===== src/rtl/trace_wb_buf.sv =====
`default_nettype none
// ============================================================================
// Module      : trace_wb_buf
// Description : Observation-only trace buffer for retired writeback events.
//               Circular FIFO with registered head output, drop-on-full
//               behaviour, a sticky overflow flag and a saturating drop count.
// Revision    : 1.0 - initial release
// ============================================================================
module trace_wb_buf #(
    parameter int DEPTH = 8,
    parameter int AW    = 3
) (
    input  logic          tb_clk,
    input  logic          tb_rst,
    input  logic          wb_have_inc,
    input  logic [31:0]   wb_pc,
    input  logic          wb_ena,
    input  logic [4:0]    wb_reg,
    input  logic [31:0]   wb_value,
    output logic          out_valid,
    input  logic          out_ready,
    output logic [31:0]   out_pc,
    output logic          out_we,
    output logic [4:0]    out_reg,
    output logic [31:0]   out_value,
    output logic [AW:0]   tb_count,
    output logic          tb_full,
    output logic          tb_ovf,
    output logic [15:0]   tb_drop_cnt
);

    // Entry layout: {pc[31:0], we, reg[4:0], value[31:0]}
    localparam int            c_ENTRY_W = 70;
    localparam logic [AW:0]   c_DEPTH   = (AW+1)'(DEPTH);
    localparam logic [AW-1:0] c_PTR_ONE = AW'(1);
    localparam logic [AW:0]   c_CNT_ONE = (AW+1)'(1);

    logic [c_ENTRY_W-1:0] r_mem [DEPTH];
    logic [AW-1:0]        r_wr_ptr;
    logic [AW-1:0]        r_rd_ptr;
    logic [AW:0]          r_count;
    logic                 r_ovf;
    logic [15:0]          r_drop_cnt;

    logic                 w_valid;
    logic                 w_full;
    logic                 w_pop;
    logic                 w_accept;
    logic                 w_drop;
    logic                 w_we;
    logic [c_ENTRY_W-1:0] w_entry;
    logic [c_ENTRY_W-1:0] w_head;

    // Handshake decode; a push into a full FIFO is only accepted when the
    // head leaves in the same cycle, so no event is ever overwritten.
    always_comb begin
        w_valid  = (r_count != '0);
        w_full   = (r_count == c_DEPTH);
        w_pop    = w_valid & out_ready;
        w_accept = wb_have_inc & (~w_full | w_pop);
        w_drop   = wb_have_inc & w_full & ~w_pop;
        // r0 writes are reported as non-writes with zero data
        w_we     = wb_ena & (wb_reg != 5'd0);
        w_entry  = {wb_pc, w_we, wb_reg, (w_we ? wb_value : 32'd0)};
        w_head   = r_mem[r_rd_ptr];
    end

    // Entry storage; not reset since occupancy is tracked by r_count.
    always_ff @(posedge tb_clk) begin
        if (!tb_rst && w_accept) begin
            r_mem[r_wr_ptr] <= w_entry;
        end
    end

    // Pointer and occupancy tracking.
    always_ff @(posedge tb_clk) begin
        if (tb_rst) begin
            r_wr_ptr <= '0;
            r_rd_ptr <= '0;
            r_count  <= '0;
        end else begin
            if (w_accept) begin
                r_wr_ptr <= r_wr_ptr + c_PTR_ONE;
            end
            if (w_pop) begin
                r_rd_ptr <= r_rd_ptr + c_PTR_ONE;
            end
            if (w_accept && !w_pop) begin
                r_count <= r_count + c_CNT_ONE;
            end else if (!w_accept && w_pop) begin
                r_count <= r_count - c_CNT_ONE;
            end
        end
    end

    // Sticky overflow flag and saturating drop counter.
    always_ff @(posedge tb_clk) begin
        if (tb_rst) begin
            r_ovf      <= 1'b0;
            r_drop_cnt <= 16'd0;
        end else if (w_drop) begin
            r_ovf <= 1'b1;
            if (r_drop_cnt != 16'hFFFF) begin
                r_drop_cnt <= r_drop_cnt + 16'd1;
            end
        end
    end

    // Head presentation; all fields forced to zero while empty.
    always_comb begin
        out_valid   = w_valid;
        out_pc      = w_valid ? w_head[69:38] : 32'd0;
        out_we      = w_valid ? w_head[37]    : 1'b0;
        out_reg     = w_valid ? w_head[36:32] : 5'd0;
        out_value   = w_valid ? w_head[31:0]  : 32'd0;
        tb_count    = r_count;
        tb_full     = w_full;
        tb_ovf      = r_ovf;
        tb_drop_cnt = r_drop_cnt;
    end

endmodule
`default_nettype wire


===== config.mk =====
export PLATFORM = sky130hd
export DESIGN_NAME = trace_wb_buf
export DESIGN_NICKNAME = d
export VERILOG_FILES = /design/src/rtl/trace_wb_buf.sv
export SDC_FILE = /design/constraint.sdc
export NUM_CORES = 1
export LEC_CHECK = 0
export ABC_AREA = 1
export CAP_MARGIN = 20
export CORE_MARGIN = 10
export CORE_UTILIZATION = 25
export DETAILED_ROUTE_END_ITERATION = 12
export HOLD_SLACK_MARGIN = 0.08
export PLACE_DENSITY_LB_ADDON = 0.08
export SYNTH_ARGS = -nofsm -noshare
export SYNTH_HDL_FRONTEND = slang
export SYNTH_SLANG_ARGS = --single-unit

===== constraint.sdc =====
create_clock -name tb_clk -period 9.3 [get_ports tb_clk]
set_input_delay 1.395 -clock tb_clk [delete_from_list [all_inputs] [get_ports tb_clk]]
set_output_delay 1.395 -clock tb_clk [all_outputs]
set_load 0.005 [all_outputs]

* Yosys cells after proc, flatten, opt, wreduce, memory -nomap -nowiden
Memory sizes are Yosys's and may differ from the RTL's. A register that Yosys moved wholly into a read port is not among the register bits. Index checks and enable logic that the tools add are counted.
Operators by class: add/subtract/negate cells 5, equality and inequality tests 2, reduce and logical (&&, ||, !) cells 10, multiply operators 0, multiplexer cells 11, div/mod/pow operators 0, shift-type cells 0, magnitude comparators 0, bitwise operators 8
Operators by type and width (number):
- $mux W32 | 3
- $add A16 B1 Y16 const B | 1
- $ne A16 B16 Y1 const B | 1
- $mux W4 | 2
- $add A3 B1 Y3 const B | 2
- $mux W3 | 2
- $and A1 B1 Y1 | 5
- $mux W5 | 1
- $reduce_bool A5 Y1 | 1
- $add A4 B1 Y4 const B | 1
- $eq A4 B4 Y1 const B | 1
- $reduce_bool A4 Y1 | 1
- $sub A4 B1 Y4 const B | 1
- $logic_and A1 B1 Y1 | 3
- $logic_not A1 Y1 | 3
- $mux W1 | 3
- $not A1 Y1 | 2
- $reduce_and A2 Y1 | 1
- $reduce_bool A2 Y1 | 1
- $or A1 B1 Y1 | 1
Word-level totals: memories 1, flip-flop bits (word level) 27, bits in writable memories 560, latch bits 0, output and inout port bits 93, ROM bits 0
Memories:
- r_mem | depth 8, bits a word 70, rd ports 1, clocked after memory_dff 1, write ports 1, RTL line 38 | logic [c_ENTRY_W-1:0] r_mem [DEPTH];

* Depth between registers and ports, before layout
Gate-level depths: netlist (run 1).
depth after elaboration 8, depth in mapped cells 14, mapped depth without buffers 14

* Least setup slack after synthesis (run 1)
OpenSTA, ideal clock, no wires.
path type input to register, start input port out_ready, end memory r_mem[0][0] (enable), library setup time 0.585 ns, arrival time 6.553 ns, stages 6, slack 2.163 ns, path through inv_1 nand3_1 nand2_1 inv_1 nand2_1 nor3_1
Between the ends: longest elaborated chain between the ends 6
Ends and longest elaborated chain:
- start: declaration | RTL line 21 | input logic out_ready,
- $and A1 B1 Y1 | RTL line 59 | w_pop = w_valid & out_ready;
- $or A1 B1 Y1 | RTL line 60 | w_accept = wb_have_inc & (~w_full | w_pop);
- $and A1 B1 Y1 | RTL line 60
- $logic_and A1 B1 Y1 | RTL line 70 | if (!tb_rst && w_accept) begin
- $mux W1 | RTL line 70
- $mux W1 (not written as such) | RTL line 71 | r_mem[r_wr_ptr] <= w_entry;
- end: declaration | RTL line 38
No other way between the ends.

==> results of run 1 <==
[layout by cell type (no fill, tap or decap), types with 6 or more instances in the layout]
cell type          n
nand3_1           12
clkbuf_1          27
xor2_1             7
nand2_1          125
clkdlybuf4s50_1  166
o21ai_1           32
a21oi_1           12
edfxtp_1         560
dfxtp_1           27
o22ai_1           70
nor2_1           561
clkbuf_16         74
ha_1               6
inv_1             56
xnor2_1            6
buf_4             22
o211ai_1          70
clkinv_1          13
o21ai_0          264
[area by class of cell]
cell class / count / area (sq um)
diodes: 1 / 2.50
clock buffers: 101 / 1950
clock inverters: 24 / 176
fillers: 9603 / 65700
inverters: 59 / 229
multi-input cells: 1195 / 5590
flip-flops and latches: 590 / 17400
well taps: 1265 / 1580
repair buffers: 191 / 1890
[through the flow]
step	area, sq um	setup WS (ns)
2_1_floorplan	23800	2.16
3_3_place_gp	26700	4.00
3_5_place_dp	26700	4.08
4_1_cts	28900	3.40
5_1_grt	28900	3.10
6_report	28900	3.51
[kinds of logic after synthesis]
logic type | synth area share
flops | 0.733
buf+inv | 0.0343
xor+xnor | 0.00479
compound gates | 0.107
simple gates | 0.117
fa+ha+maj | 0.00400
[registers in the layout, indices dropped and copies added (netlist names), named ones only]
register,flops
r_mem,560
tb_drop_cnt,16
tb_count,4
r_rd_ptr,3
r_wr_ptr,3
tb_ovf,1
[metal layers]
layer / up-vias / global-route usage / wire length (microns)
met5: - / 0 / 0
met4: 0 / 0.0363 / 1440
met3: 98 / 0.0229 / 2730
met2: 252 / 0.219 / 34400
met1: 7635 / 0.164 / 31800
li1: 7288 / - / -
[path summary, 6_finish.rpt]
kind	startpoint	slack (ns)	cells after the start	end
max	flop	3.51	8	out_value[29]
min	tb_ovf	0.47	1	tb_ovf
max reg2reg	tb_count[0]	5.72	12	tb_count[3]
min reg2reg	tb_ovf	0.47	1	tb_ovf
[power groups by stage]
stage / Combinational (mW) / Sequential (mW) / Clock, mW
2_1_floorplan: 1.07 / 3.08 / 0
3_3_place_gp: 2.12 / 3.13 / 0
3_5_place_dp: 2.13 / 3.13 / 0
4_1_cts: 2.13 / 3.07 / 2.70
5_1_grt: 2.31 / 3.08 / 2.80
6_report: 2.03 / 3.07 / 2.59
==> impl_metrics.tcl, run 1 <==
set metrics [dict create \
    status "finished clean" \
    p_leak_nw 9.66 \
    peak_vdd_ir_v 0.000161 \
    critical_path.n_buffers_inverters 4 \
    tritoncts_num_sinks 590 \
    critPathKind "flop to primary output" \
    grt_remaining_overflow 0 \
    switching_share 0.309 \
    highest_clock_rate_ghz 0.173 \
    cell_with_the_most_instances_after_synthesis "nor2_1" \
    initial_core_utilization 0.251 \
    synth.top_cell.area_share 0.708 \
    ys.warnings.count 0 \
    share_seq_of_total_power 0.399 \
    number_of_flops_mapped_to_enable_cells_by_yosys 560 \
    finalCoreUtilization 0.305 \
    holdWs_ns 0.473 \
    max_cap_violations 0 \
    post-route-min-period_ns 5.79 \
    post_synth_most_frequent_cells "nor2_1, edfxtp_1, o21ai_0" \
    power_frac_clock 0.337 \
    grt_setup_unrepaired "false" \
    place.detailed.instances 3300 \
    grt_use_total 0.128 \
    ctsHoldBuffers 0 \
    syn-num-nets 2047 \
    tritoncts.num_buffers 71 \
    netlist-cell-type-count 34 \
    p_switching_mw 2.38 \
    vias_per_cell 4.46 \
    first_iter_violations 884 \
    top_reg_cell_synth "edfxtp_1" \
    route.final.wire_length_microns 70400 \
    finClkSkew_ns 0.0263 \
    critical_path_arrival_ns 4.39 \
    floorplan.rows 113 \
    final_min_period_over_clock_period 0.622 \
    layoutNonFillerInstCount 3426 \
    worst-endpoint-required_ns 7.91 \
    synth.area.top_cells "edfxtp_1, nor2_1, o21ai_0" \
    clk_transition_reported_paths_ns 0.06 \
    timing_worst_slew_pin_value_ns 1.04 \
    ios 167 \
    syn-cell-area_sq_um 23800 \
    slew-limit-headroom 0.308 \
    final_max_slew_viol_count 0 \
    path_cells "inv_8 -> buf_16 -> buf_4 -> o21ai_0 -> o22ai_1 -> nor2_1 -> nor2_1 -> clkdlybuf4s50_1" \
    synth_largest_area_cell "edfxtp_1" \
    grt_pass1_wl_microns 104000 \
    post_cts_resize_count 0 \
    cellInternalPower_mw 5.31 \
    p_per_area_nw_per_um2 267 \
    detailedPlacementHpwl_microns 36100 \
    async_flop_share 0 \
    die_wd_microns 328 \
    holdCritPathClass "flop to flop" \
    worst_skew_pair.late_latency_ns 0.61 \
    hold_viol 0 \
    crit_path_max_fanout 104 \
    route.detailed.wl_per_inst_microns 20.5 \
    port_buffer_cells 166 \
    postSynthAreaPerCell_sq_um 12.1 \
    nets_final 2189 \
    grt_start_max_net_pins 219 \
    timing.critical_path.from_type "flop" \
    yosys_register_bits 590 \
    max-clock-path-buffers 3 \
    vias 15300 \
    final.setup.tns_ns 0 \
    syn_to_final_growth_pct 21.5 \
    die-area_sq_um 108000 \
    synthesis.instances 1966 \
    globalplace.congestion 0.696 \
    grt_antenna_before_repair 1 \
    critical_path.max_stage_delay_ns 0.84 \
    tritoncts_clock_tree "done" \
    ant_nets 0 \
    timing.critical_path.slowest_stage_cell "buf_4" \
    ctsHtreeMaxLevel 3 \
    setup-violations-final 0 \
    fp.coreArea_sq_um 94600 \
    cp_top_family "buffers and inverters" \
    proportion_of_layout_cells_with_a_drive_suffix_above_1 0.0634 \
    critical_path.endpoint_type "primary output" \
    totalPowerFinal_mw 7.69 \
    vias_in_the_first_global_route 15700 \
    clock-root-buffer "clkbuf_16" \
    combPwrFrac 0.264 \
    die_height_microns 328 \
    drc 0 \
    synth_sequential_area_ratio 0.733 \
    drt_pass1_iterations 5 \
    post-cts-setup-buffer-count 0 \
    critPathMostFrequentCell "nor2_1" \
]
No activity file was read; power rests on OpenSTA's default activity.
==> inputs of run 2 (changes only) <==
==> constraint.sdc (replaced) <==
create_clock -name tb_clk -period 5.95 [get_ports tb_clk]
set_input_delay 0.8925 -clock tb_clk [delete_from_list [all_inputs] [get_ports tb_clk]]
set_output_delay 0.8925 -clock tb_clk [all_outputs]
set_load 0.005 [all_outputs]
==> run 2 against run 1 <==
Net effect: sequential cell count stayed put; clock skew is 0.0083 ns lower; global-route usage is 0.42 points lower; via count is 0.56% lower; combinational power is 57% higher; largest cell class unchanged.
==> impl_metrics.tcl, run 2 (same netlist as run 1, synthesis figures left out) <==
set metrics [dict create \
    status "finished clean" \
    grt_remaining_overflow 0 \
    p_per_area_nw_per_um2 422 \
    layoutNonFillerInstCount 3432 \
    ctsHtreeMaxLevel 3 \
    floorplan.rows 113 \
    hold_viol 0 \
    drt_pass1_iterations 6 \
    grt_pass1_wl_microns 102000 \
    p_leak_nw 9.78 \
    route.final.wire_length_microns 68100 \
    nFillCells 9536 \
    totalPowerFinal_mw 12.3 \
    vias_per_cell 4.43 \
    nets_final 2196 \
    max-clock-path-buffers 3 \
    ios 167 \
    crit_path_max_fanout 65 \
    die_height_microns 328 \
    proportion_of_layout_cells_with_a_drive_suffix_above_1 0.0692 \
    highest_clock_rate_ghz 0.224 \
    grt_setup_unrepaired "false" \
    post-route-min-period_ns 4.46 \
    vias_in_the_first_global_route 15600 \
    timing_worst_slew_pin_value_ns 1.03 \
    switching_share 0.304 \
    vias 15200 \
    tritoncts.num_buffers 73 \
    grt_use_total 0.124 \
    syn_to_final_growth_pct 22.3 \
    final_max_slew_viol_count 0 \
    first_iter_violations 957 \
    post-cts-setup-buffer-count 0 \
    grt_start_max_net_pins 171 \
    post_cts_resize_count 0 \
    path_cells "buf_4 -> o21ai_0 -> o211ai_1 -> nand2_1 -> nor2_1 -> clkdlybuf4s50_1" \
    final_min_period_over_clock_period 0.749 \
    final.setup.tns_ns 0 \
    clk_transition_reported_paths_ns 0.06 \
    holdCritPathClass "flop to flop" \
    timing.reg2reg.setup_slack_ns 2.68 \
    holdWs_ns 0.479 \
    peak_vdd_ir_v 0.000233 \
    die-area_sq_um 108000 \
    p_switching_mw 3.73 \
    slew-limit-headroom 0.311 \
    clock-root-buffer "clkbuf_16" \
    worst_skew_pair.late_latency_ns 0.60 \
    grt_antenna_before_repair 0 \
    cellInternalPower_mw 8.53 \
    max_flop_register "r_mem" \
    timing.critical_path.slowest_stage_cell "dfxtp_4" \
    die_wd_microns 328 \
    critical_path_arrival_ns 3.57 \
    tritoncts_clock_tree "done" \
    route.detailed.wl_per_inst_microns 19.8 \
    fp.coreArea_sq_um 94600 \
    finalCoreUtilization 0.307 \
    layout.cells.most_common_list "nor2_1, edfxtp_1, o21ai_0" \
    finClkSkew_ns 0.0180 \
    ant_nets 0 \
    critical_path.max_stage_delay_ns 0.89 \
    combPwrFrac 0.261 \
    share_seq_of_total_power 0.391 \
    worst-endpoint-required_ns 5.06 \
    setup-violations-final 0 \
    critical_path.endpoint_type "primary output" \
    detailedPlacementHpwl_microns 37000 \
    port_buffer_cells 166 \
    place.detailed.instances 3305 \
    initial_core_utilization 0.251 \
    max_cap_violations 0 \
    drc 0 \
    critPathKind "flop to primary output" \
    antenna_cells 0 \
    power_frac_clock 0.348 \
    tritoncts_num_sinks 590 \
    timing.critical_path.from_type "flop" \
    globalplace.congestion 0.717 \
    most_common_cell_after_layout_fill_and_taps_aside "nor2_1" \
    largest_reg_flops 560 \
    ctsHoldBuffers 0 \
]
-- run 2: worst paths after layout --
kind | startpoint | endpoint | cells after the start
setup / recovery | flop | out_value[29] | 6
hold / removal | tb_ovf | tb_ovf | 1
setup reg to reg | tb_count[0] | tb_count[3] | 11
hold reg to reg | tb_ovf | tb_ovf | 1
-- run 2: metal layers --
| metal | wire length, microns | track usage |
|---|---|---|
| met5 | 0 | 0 |
| met3 | 2500 | 0.0219 |
| met1 | 31700 | 0.164 |
| met4 | 1140 | 0.0331 |
| met2 | 32700 | 0.206 |
-- run 2: per-stage QoR --
stage,setup WS [ns],cell area (sq um)
detailed placement,1.89,26800
global route,1.23,29000
finish,1.49,29000
global placement,1.99,26800
CTS,1.40,29000
floorplan,-0.685,23800
-- run 2: worst max-delay path, delay by kind of cell (launching register included) --
| kind | cells | cell delay [ns] |
|---|---|---|
| simple gates | 2 | 0.43 |
| buf+inv | 2 | 1.17 |
| compound gates | 2 | 0.36 |
| flops | 1 | 0.89 |
-- run 2: power by group through the flow --
stage	logic [mW]	registers [mW]	clock network [mW]
after floorplan	1.67	4.81	0
after global placement	3.34	4.88	0
after detailed placement	3.33	4.88	0
after CTS	3.35	4.80	4.42
after global routing	3.61	4.81	4.59
final	3.19	4.79	4.27
-- run 2: area by class of cell --
type	instances	area (sq um)	area share
Clock buffer	94	1970	0.0678
Clock inverter	33	310	0.0107
Inverter	59	229	0.00788
Multi-Input combinational cell	1195	5590	0.192
Sequential cell	590	17400	0.600
Tap cell	1265	1580	0.0545
Timing Repair Buffer	196	1940	0.0667
==> inputs of run 3 (changes only) <==
==> constraint.sdc (replaced) <==
create_clock -name tb_clk -period 4 [get_ports tb_clk]
set_input_delay 0.6 -clock tb_clk [delete_from_list [all_inputs] [get_ports tb_clk]]
set_output_delay 0.6 -clock tb_clk [all_outputs]
set_load 0.005 [all_outputs]
==> run 3 against run 2 <==
Net effect: wire length grew 2.2%; sequential power is 47% higher; clock skew grew 0.0024 ns; largest cell class unchanged; hold slack better by 0.023 ns; count of clock-buffer cells in the layout decreased by 8.
==> impl_metrics.tcl, run 3 (same netlist as run 1, synthesis figures left out) <==
set metrics [dict create \
    status "finished clean" \
    worst_skew_pair.late_latency_ns 0.62 \
    ctsHtreeMaxLevel 3 \
    critical_path.endpoint_type "primary output" \
    drc 0 \
    grt_use_total 0.127 \
    floorplan.rows 113 \
    grt_remaining_overflow 0 \
    ctsHoldBuffers 0 \
    tritoncts_clock_tree "done" \
    timing_worst_slew_pin_value_ns 0.749 \
    switching_share 0.308 \
    path_cells "inv_2 -> buf_4 -> o21ai_0 -> o22ai_1 -> nor2_1 -> nor2_1 -> clkdlybuf4s50_1" \
    grt_pass1_wl_microns 104000 \
    slew-limit-headroom 0.501 \
    totalPowerFinal_mw 18.5 \
    ant_nets 0 \
    post-route-min-period_ns 3.64 \
    grt_antenna_before_repair 1 \
    detailedPlacementHpwl_microns 37200 \
    layout.cells.most_common_list "nor2_1, edfxtp_1, o21ai_0" \
    combPwrFrac 0.270 \
    max-clock-path-buffers 3 \
    holdCritPathClass "flop to flop" \
    ios 167 \
    finClkSkew_ns 0.0203 \
    p_per_area_nw_per_um2 628 \
    final_max_slew_viol_count 0 \
    tritoncts_num_sinks 590 \
    crit_path_max_fanout 22 \
    clock-root-buffer "clkbuf_16" \
    vias 15300 \
    port_buffer_cells 166 \
    proportion_of_layout_cells_with_a_drive_suffix_above_1 0.0774 \
    power_frac_clock 0.349 \
    vias_per_cell 4.44 \
    max_cap_violations 0 \
    critPathMostFrequentCell "nor2_1" \
    syn_to_final_growth_pct 24.0 \
    placed_cell_area_sq_um 27100 \
    route.detailed.wl_per_inst_microns 20.2 \
    die-area_sq_um 108000 \
    worst-endpoint-required_ns 3.40 \
    tritoncts.num_buffers 73 \
    initial_core_utilization 0.251 \
    drt_pass1_iterations 5 \
    first_iter_violations 834 \
    critical_path.max_stage_delay_ns 0.59 \
    grt_start_max_net_pins 140 \
    post-cts-setup-buffer-count 0 \
    holdWs_ns 0.502 \
    peak_vdd_ir_v 0.000272 \
    critical_path_arrival_ns 3.04 \
    nets_final 2209 \
    final.setup.tns_ns 0 \
    route.final.wire_length_microns 69600 \
    share_seq_of_total_power 0.381 \
    finalCoreUtilization 0.311 \
    max_flop_register "r_mem" \
    clk_transition_reported_paths_ns 0.06 \
    hold_viol 0 \
    vias_in_the_first_global_route 15900 \
    highest_clock_rate_ghz 0.275 \
    setup-violations-final 0 \
    die_wd_microns 328 \
    largest_reg_flops 560 \
    grt_setup_unrepaired "false" \
    globalplace.congestion 0.706 \
    post_cts_resize_count 0 \
    critPathKind "flop to primary output" \
    nFillCells 9459 \
    finish.instance_area_sq_um 29400 \
    fp.coreArea_sq_um 94600 \
    most_common_cell_after_layout_fill_and_taps_aside "nor2_1" \
    timing.critical_path.from_type "flop" \
    final_min_period_over_clock_period 0.911 \
    p_switching_mw 5.70 \
    die_height_microns 328 \
    cellInternalPower_mw 12.8 \
    timing.critical_path.slowest_stage_cell "clkdlybuf4s50_1" \
    p_leak_nw 9.93 \
]
## run 3: cell types whose count changed in the layout (fill, tap and decap cells not counted), sizes merged
cell | previous run | this run
diode | 0 | 1
clkbuf | 94 | 86
buf | 30 | 43
inv | 60 | 64
clkinv | 26 | 32
bufinv | 6 | 7
clkinvlp | 0 | 1
## run 3: per-layer routing
metal / GRT usage / vias to the layer above / wire (microns)
met3: 0.0235 / 64 / 2920
met5: 0 / - / 0
li1: - / 7348 / -
met1: 0.166 / 7631 / 32100
met4: 0.0332 / 0 / 1060
met2: 0.215 / 272 / 33500
## run 3: final timing paths
kind	start	end	slack (ns)	depth (start not counted)
hold reg to reg	tb_ovf	tb_ovf	0.50	1
setup / recovery	flop	out_value[6]	0.36	7
hold / removal	tb_ovf	tb_ovf	0.50	1
setup reg to reg	tb_count[0]	tb_count[3]	1.28	11
## run 3: final cells by class
| type | count | area (sq um) | share of cell area |
|---|---|---|---|
| Tap cell | 1265 | 1580 | 0.0537 |
| Inverter | 59 | 229 | 0.00778 |
| Clock inverter | 45 | 423 | 0.0144 |
| Multi-Input combinational cell | 1195 | 5620 | 0.191 |
| Clock buffer | 86 | 1900 | 0.0644 |
| Sequential cell | 590 | 17400 | 0.592 |
| Timing Repair Buffer | 209 | 2270 | 0.0772 |
| Antenna cell | 1 | 2.50 | 0.0000850 |
## run 3: critical path: cells and delay by family, from the launching register on
kind | cells | cell delay (ns)
AOI/OAI and AO/OA | 2 | 0.29
DFF | 1 | 0.36
and+or+nand+nor | 2 | 0.39
buffers and inverters | 3 | 1.36
## run 3: stage by stage
stage / instances / worst slack [ns]
floorplan: 1966 / -0.476
global placement: 3318 / 0.915
detailed placement: 3318 / 0.858
CTS: 3449 / 0.267
global route: 3450 / 0.174
finish: 3450 / 0.358
## run 3: power by group through the flow
stage / logic, mW / registers (mW) / clock network [mW]
floorplan: 2.49 / 7.15 / 0
global placement: 5.21 / 7.18 / 0
detailed placement: 5.20 / 7.18 / 0
CTS: 5.23 / 7.06 / 6.67
global route: 5.64 / 7.07 / 6.92
finish: 4.99 / 7.05 / 6.45
